[src/rtl/grant_sched4.sv]
// grant_sched4: four-way round-robin grant scheduler with
// break-before-make gap and bounded hold time under contention.

module decode24 (
    input  logic       en_i,
    input  logic       a_i,
    input  logic       b_i,
    output logic [3:0] y_o
);

    // One-hot decode of {A,B}; all zero when disabled.
    always_comb begin
        y_o = 4'b0000;
        if (en_i) y_o[{a_i, b_i}] = 1'b1;
    end

endmodule

module grant_sched4 #(
    parameter int unsigned HOLD_MAX = 8
) (
    input  logic       clk,
    input  logic       rst_n,
    input  logic [3:0] req,
    output logic       grant_en,
    output logic [1:0] grant_idx,
    output logic [3:0] gnt,
    output logic       preempt
);

    typedef enum logic [1:0] {
        IDLE  = 2'd0,
        GRANT = 2'd1,
        GAP   = 2'd2
    } state_e;

    localparam logic [7:0] HOLD_LAST =
        (HOLD_MAX == 0) ? 8'd0 : 8'(HOLD_MAX - 1);

    state_e     state_q, state_d;
    logic       en_q, en_d;
    logic [1:0] idx_q, idx_d;
    logic       pre_q, pre_d;
    logic [1:0] ptr_q, ptr_d;
    logic [7:0] hold_q, hold_d;
    logic [1:0] win;
    logic       others;
    logic       expire;

    // First requester at or after ptr, wrapping modulo 4.
    always_comb begin
        win = ptr_q;
        for (int k = 3; k >= 0; k--) begin
            if (req[ptr_q + 2'(k)]) win = ptr_q + 2'(k);
        end
    end

    assign others = |(req & ~(4'b0001 << idx_q));
    // Comparing with >= keeps the hold bounded even when a
    // competitor shows up after the owner has run long alone.
    assign expire = (HOLD_MAX != 0) && (hold_q >= HOLD_LAST)
                    && others;

    // Next-state and registered-output logic.
    always_comb begin
        state_d = state_q;
        en_d    = en_q;
        idx_d   = idx_q;
        pre_d   = 1'b0;
        ptr_d   = ptr_q;
        hold_d  = hold_q;
        unique case (state_q)
            IDLE, GAP: begin
                en_d    = 1'b0;
                state_d = IDLE;
                if (|req) begin
                    state_d = GRANT;
                    idx_d   = win;
                    en_d    = 1'b1;
                    hold_d  = 8'd0;
                end
            end
            GRANT: begin
                if (!req[idx_q] || expire) begin
                    state_d = GAP;
                    en_d    = 1'b0;
                    ptr_d   = idx_q + 2'd1;
                    pre_d   = req[idx_q];
                end else if (hold_q != 8'hFF) begin
                    hold_d = hold_q + 8'd1;
                end
            end
            default: begin
                state_d = IDLE;
                en_d    = 1'b0;
            end
        endcase
    end

    // State and output registers, cleared asynchronously.
    always_ff @(posedge clk or negedge rst_n) begin
        if (!rst_n) begin
            state_q <= IDLE;
            en_q    <= 1'b0;
            idx_q   <= 2'd0;
            pre_q   <= 1'b0;
            ptr_q   <= 2'd0;
            hold_q  <= 8'd0;
        end else begin
            state_q <= state_d;
            en_q    <= en_d;
            idx_q   <= idx_d;
            pre_q   <= pre_d;
            ptr_q   <= ptr_d;
            hold_q  <= hold_d;
        end
    end

    assign grant_en  = en_q;
    assign grant_idx = idx_q;
    assign preempt   = pre_q;

    decode24 u_dec (
        .en_i (en_q),
        .a_i  (idx_q[1]),
        .b_i  (idx_q[0]),
        .y_o  (gnt)
    );

endmodule
[config.mk]
export PLATFORM = sky130hd
export DESIGN_NAME = grant_sched4
export DESIGN_NICKNAME = d
export VERILOG_FILES = /design/src/rtl/grant_sched4.sv
export SDC_FILE = /design/constraint.sdc
export NUM_CORES = 1
export LEC_CHECK = 0
export BUFFER_PORTS_ARGS = -buffer_cell sky130_fd_sc_hd__buf_2
export CAP_MARGIN = 5
export CORE_MARGIN = 1
export CORE_UTILIZATION = 55
export CTS_BUF_LIST = sky130_fd_sc_hd__clkbuf_16
export DETAILED_ROUTE_END_ITERATION = 12
export HOLD_SLACK_MARGIN = 0.02
export PLACE_DENSITY = 0.84
export SKIP_LAST_GASP = 1
export SLEW_MARGIN = 20
export SYNTH_ARGS = -nofsm -noshare
export SYNTH_HDL_FRONTEND = slang
export SYNTH_SLANG_ARGS = --single-unit
[constraint.sdc]
create_clock -name clk -period 2.7 [get_ports clk]
set_input_delay 0.675 -clock clk [delete_from_list [all_inputs] [get_ports clk]]
set_output_delay 0.675 -clock clk [all_outputs]
set_load 0.05 [all_outputs]
== Yosys cells after proc, flatten, opt, wreduce, memory -nomap -nowiden ==
Cells that the tools add are included.
Widths: inputs -> output; s select.

* Input port bits: 6
* Word-level logic and storage cells: 69
* Output and inout bits: 8
* Bits in registers: 16

* Order comparisons: 7
* Mux-type cells: 29
* Bitwise operators: 2
* Add/sub/neg operators: 5
* Reductions and logical operators: 12
* Shift operators: 1
* Equal/unequal tests: 7

{| class="wikitable"
|+ Operators with widths
! cell !! number
|-
| $mux 8 || 3
|-
| $pmux 8 s2 || 1
|-
| $lt 2x3->1 const B || 5
|-
| $mux 1 || 11
|-
| $bmux 1 s2 || 5
|-
| $mux 2 || 5
|-
| $add 8x1->8 const B || 1
|-
| $ge 8x3->1 const B || 1
|-
| $ne 2x2->1 const B || 4
|-
| $ne 8x8->1 const B || 1
|-
| $reduce_or 4->1 || 2
|-
| $add 2x1->2 const B || 2
|-
| $add 2x2->2 const B || 2
|-
| $and 4x4->4 || 1
|-
| $mux 4 || 1
|-
| $not 4->4 || 1
|-
| $pmux 2 s2 || 1
|-
| $reduce_and 2->1 || 2
|-
| $reduce_and 4->1 || 1
|-
| $shl 1x2->4 const A || 1
|-
| $demux 1 s2 || 1
|-
| $eq 2x1->1 const B || 1
|-
| $eq 2x2->1 const B || 1
|-
| $ge 2x1->1 const B || 1
|-
| other kinds (7) || 8
|}

== Longest topological paths before layout ==
* Word-level depth: 8
* Gate-level depth with buffers: 8

== Modules after synthesis ==
Synthesis repeated with hierarchy kept, for this count alone.

* Cell total of the unflattened synthesis: 107
* Area total of the unflattened synthesis: 979.7 um2

{| class="wikitable"
|+ By module, submodules not included
! module !! times used !! cells each !! area an instance (um2)
|-
| grant_sched4 || 1 || 103 || 942.2
|-
| decode24 || 1 || 4 || 37.5
|}

== Least setup slack after synthesis ==
OpenSTA, ideal clock, no wires.

* Kind: register to register
* From: register hold_q[3]
* To: register hold_q[5]
* Arrival time: 2.081 ns
* Buffers on the path: 0
* Cell stages (with the launch flop): 7
* Required time: 2.580 ns
* Setup slack: 0.498 ns
* Period minus slack after synthesis: 2.202 ns
* Cells stage by stage: dfrtp_1 -> or4_1 -> or3_4 -> a21bo_4 -> a211oi_4 -> a31oi_1 -> a41o_1

* Longest elaborated chain between the ends: 5
* Elaborated cells between the ends (all ways): 11

{| class="wikitable"
|+ RTL lines
! element !! RTL line !! RTL
|-
| start, declared || 45 || <nowiki>logic [7:0] hold_q, hold_d;</nowiki>
|-
| start signal, assigned || 115 || <nowiki>hold_q <= hold_d;</nowiki>
|-
| $ge 8x3->1 || 61 || <nowiki>assign expire = (HOLD_MAX != 0) && (hold_q >= HOLD_LAST)</nowiki>
|-
| $logic_and 1x1->1 || 62 || <nowiki>&& others;</nowiki>
|-
| $logic_or 1x1->1 || 84 || <nowiki>if (!req[idx_q] || expire) begin</nowiki>
|-
| $ne 2x2->1 (no source line) || -- ||
|-
| $reduce_and 4->1 (no source line) || -- ||
|}

Several ways; a longest one is shown, not always the timed one. The select of a mux whose other input is x is not followed.
A chain may end at the register's enable or synchronous reset.

== Worst setup path after layout ==
Same ends and word-level chain as after synthesis.

==> results_dict.tcl <==
set metrics [dict create \
    synth_cell_types 37 \
    ioPinCount 14 \
    ir_drop_mv 0.555 \
    tightestPinTransition_ps 409 \
    synth-xor-area-share_pct 3.39 \
    tns_ps 0 \
    place_inst 146 \
    synth-seq-area-share_pct 38.8 \
    setup_ws_ps 382 \
    min_period_ps 2320 \
    clk_path_buf_depth 2 \
    power_density_mw_per_mm2 1100 \
    die_w_um 45.3 \
    core_mm2 0.00175 \
    grt_first_pass_wirelength_um 3190 \
    cp.arrival_ps 2450 \
    syn-instance-count 110 \
    portBuffers 13 \
    tritoncts "done" \
    antenna_found_initial 0 \
    dr.pass1.iters 4 \
    grt_setup_unrepaired "false" \
    fp-row-count 15 \
    synth-async-reset-ratio_pct 100 \
    hold_ws_ps 332 \
    clock-skew-final_ps 2.59 \
    dieHeight_um 45.3 \
    area_delta_synth_final_pct 14.3 \
    grtUsageTotal_pct 22.2 \
    via_per_inst 5.51 \
    gp_congestion 0.868 \
    grt_pass1_vias 728 \
    synth_top_cell_area_share_pct 38.8 \
    synth-seq-cells 16 \
    die-area_mm2 0.00205 \
    hold_buffers 0 \
    synth_common_cells "16 x dfrtp_1, 12 x nand2_1, 11 x nor2_1, 7 x a21oi_1, 7 x o21ai_0" \
    pre_cts_ws_ps 406 \
    cts_resized 0 \
    cts-root-buf "clkbuf_16" \
    start_util_pct 59.1 \
    drive_above_1_share_pct 21.6 \
    synth_top_area_cell "dfrtp_1" \
    drcViolationCount 0 \
    path_max_fanout 7 \
    n_antenna_cell 0 \
    synth_flop_cell "dfrtp_1" \
    drtAntennaViolNets 0 \
    synthSimpleGateAreaFrac_pct 23.8 \
    synth_warnings 0 \
    maxCapViolCount 0 \
    cts_buffers 3 \
    synth_compound_area_share_pct 18.2 \
    yosys-top-cells-area "dfrtp_1 39%, ha_1 6.1%, nand2_1 4.4%" \
    synth_edf_count 0 \
    nNetsFinal 137 \
    gr-total-overflow 0 \
    period_share_pct 85.8 \
    synth.most_common_cell "dfrtp_1" \
    fin_cells 150 \
    syn_area_mm2 0.00103 \
    outcome "finished clean" \
    crit_path_start_kind "flip-flop" \
    worstSetupPathType "reg2reg" \
    p_leak_uw 0.000560 \
    crit_path_end_kind "flip-flop" \
    hold_violations 0 \
    synth_fp_nets 121 \
    synth_mux_area_share_pct 4.24 \
    synth_top_family_by_area "simple AND/OR/NAND/NOR gates" \
    cp.required_ps 2830 \
    cts_sinks 16 \
    postSynthAreaPerCell_um2 9.38 \
    htreeDepth 1 \
    max_freq_mhz 431 \
    hp-class "in2async" \
    wl_per_cell_um 12.7 \
    vias 826 \
    drtIter0Drc 12 \
    clk_latency_ps 250 \
    relSlewSlack_pct 72.6 \
    clkTransAtPathRegs_ps 50 \
    dp_hpwl_um 1480 \
    wl_um 1900 \
    post_cts_buffers 0 \
    final_max_slew_viol_count 0 \
    synth-adder-area-share_pct 6.06 \
    setup-violations-final 0 \
    grt_max_degree 17 \
]
[layout by cell type, fill, tap and decap left out, drive strengths merged, types with 2 or more instances in the layout]
cell / netlist / layout
or2: 2 / 2
ha: 5 / 5
nor3: 2 / 2
o21ai: 7 / 7
nor2b: 3 / 3
nand2: 12 / 12
and2: 5 / 5
buf: 3 / 14
xnor2: 4 / 4
a211oi: 3 / 3
nor2: 11 / 11
or2b: 3 / 3
nand3: 3 / 3
a21oi: 7 / 7
inv: 6 / 6
clkbuf: 0 / 3
dfrtp: 16 / 16
nand4: 2 / 2
[worst max-delay path: stages, from the launching register on]
cell,delay (ps)
dfrtp_1,440
or4_1,530
or3_4,360
a21bo_4,250
a211oi_4,290
a31oi_1,120
a41o_1,210
[routing by layer]
layer	vias to the layer above	track usage, %	part of all wire [%]
met5	-	0	0
met4	0	7.27	1.3
met3	5	8.40	4.8
met2	21	33.9	46
met1	388	28.9	47
li1	412	-	-
[state kept, by name, summed over array words and instances (netlist names)]
name / flops
hold_q: 8
state_q: 2
preempt: 1
grant_en: 1
grant_idx: 2
ptr_q: 2
[power breakdown]
group	total, µW	switching (µW)	internal, µW
sequential	379	71.0	308
clock	289	93.0	197
combinational	626	415	211
total	1290	579	715
[metrics by stage]
stage | instance area (µm²) | util, % | total power (µW)
CTS | 1180 | 67.6 | 1300
global placement | 1100 | 63.1 | 988
global route | 1180 | 67.6 | 1380
floorplan | 1030 | - | 915
detailed placement | 1100 | 63.1 | 1010
finish | 1180 | 67.6 | 1290
[final timing paths]
check,startpoint,endpoint,slack (ps),cells past startpoint
max in group asynchronous,rst_n,hold_q[3],2100,1
min,rst_n,grant_idx[1],330,1
max,hold_q[3],hold_q[5],380,6
min reg2reg,hold_q[0],hold_q[0],510,1
min in group clk,hold_q[0],hold_q[0],510,1
max reg2reg,hold_q[3],hold_q[5],380,6
[cells by family (layout without fill, tap and decap cells)]
kind of cell,after synthesis,after routing
AND/OR/NAND/NOR,47,47
AO/OA/AOI/OAI,26,26
flip-flops,16,16
buffers and inverters,9,24
adder cells (fa/ha/maj),5,5
XOR/XNOR,4,4
multiplexers,3,3
[layout make-up]
class                   instances  area [µm²]
clock buffers                   3        75.1
flip-flops and latches         16         400
clock inverters                 1        3.75
repair buffers                 14        72.6
fillers                       135         566
multi-input cells              85         574
inverters                       6        22.5
well taps                      25        31.3
Note: power is estimated with default switching activity, not from simulation.
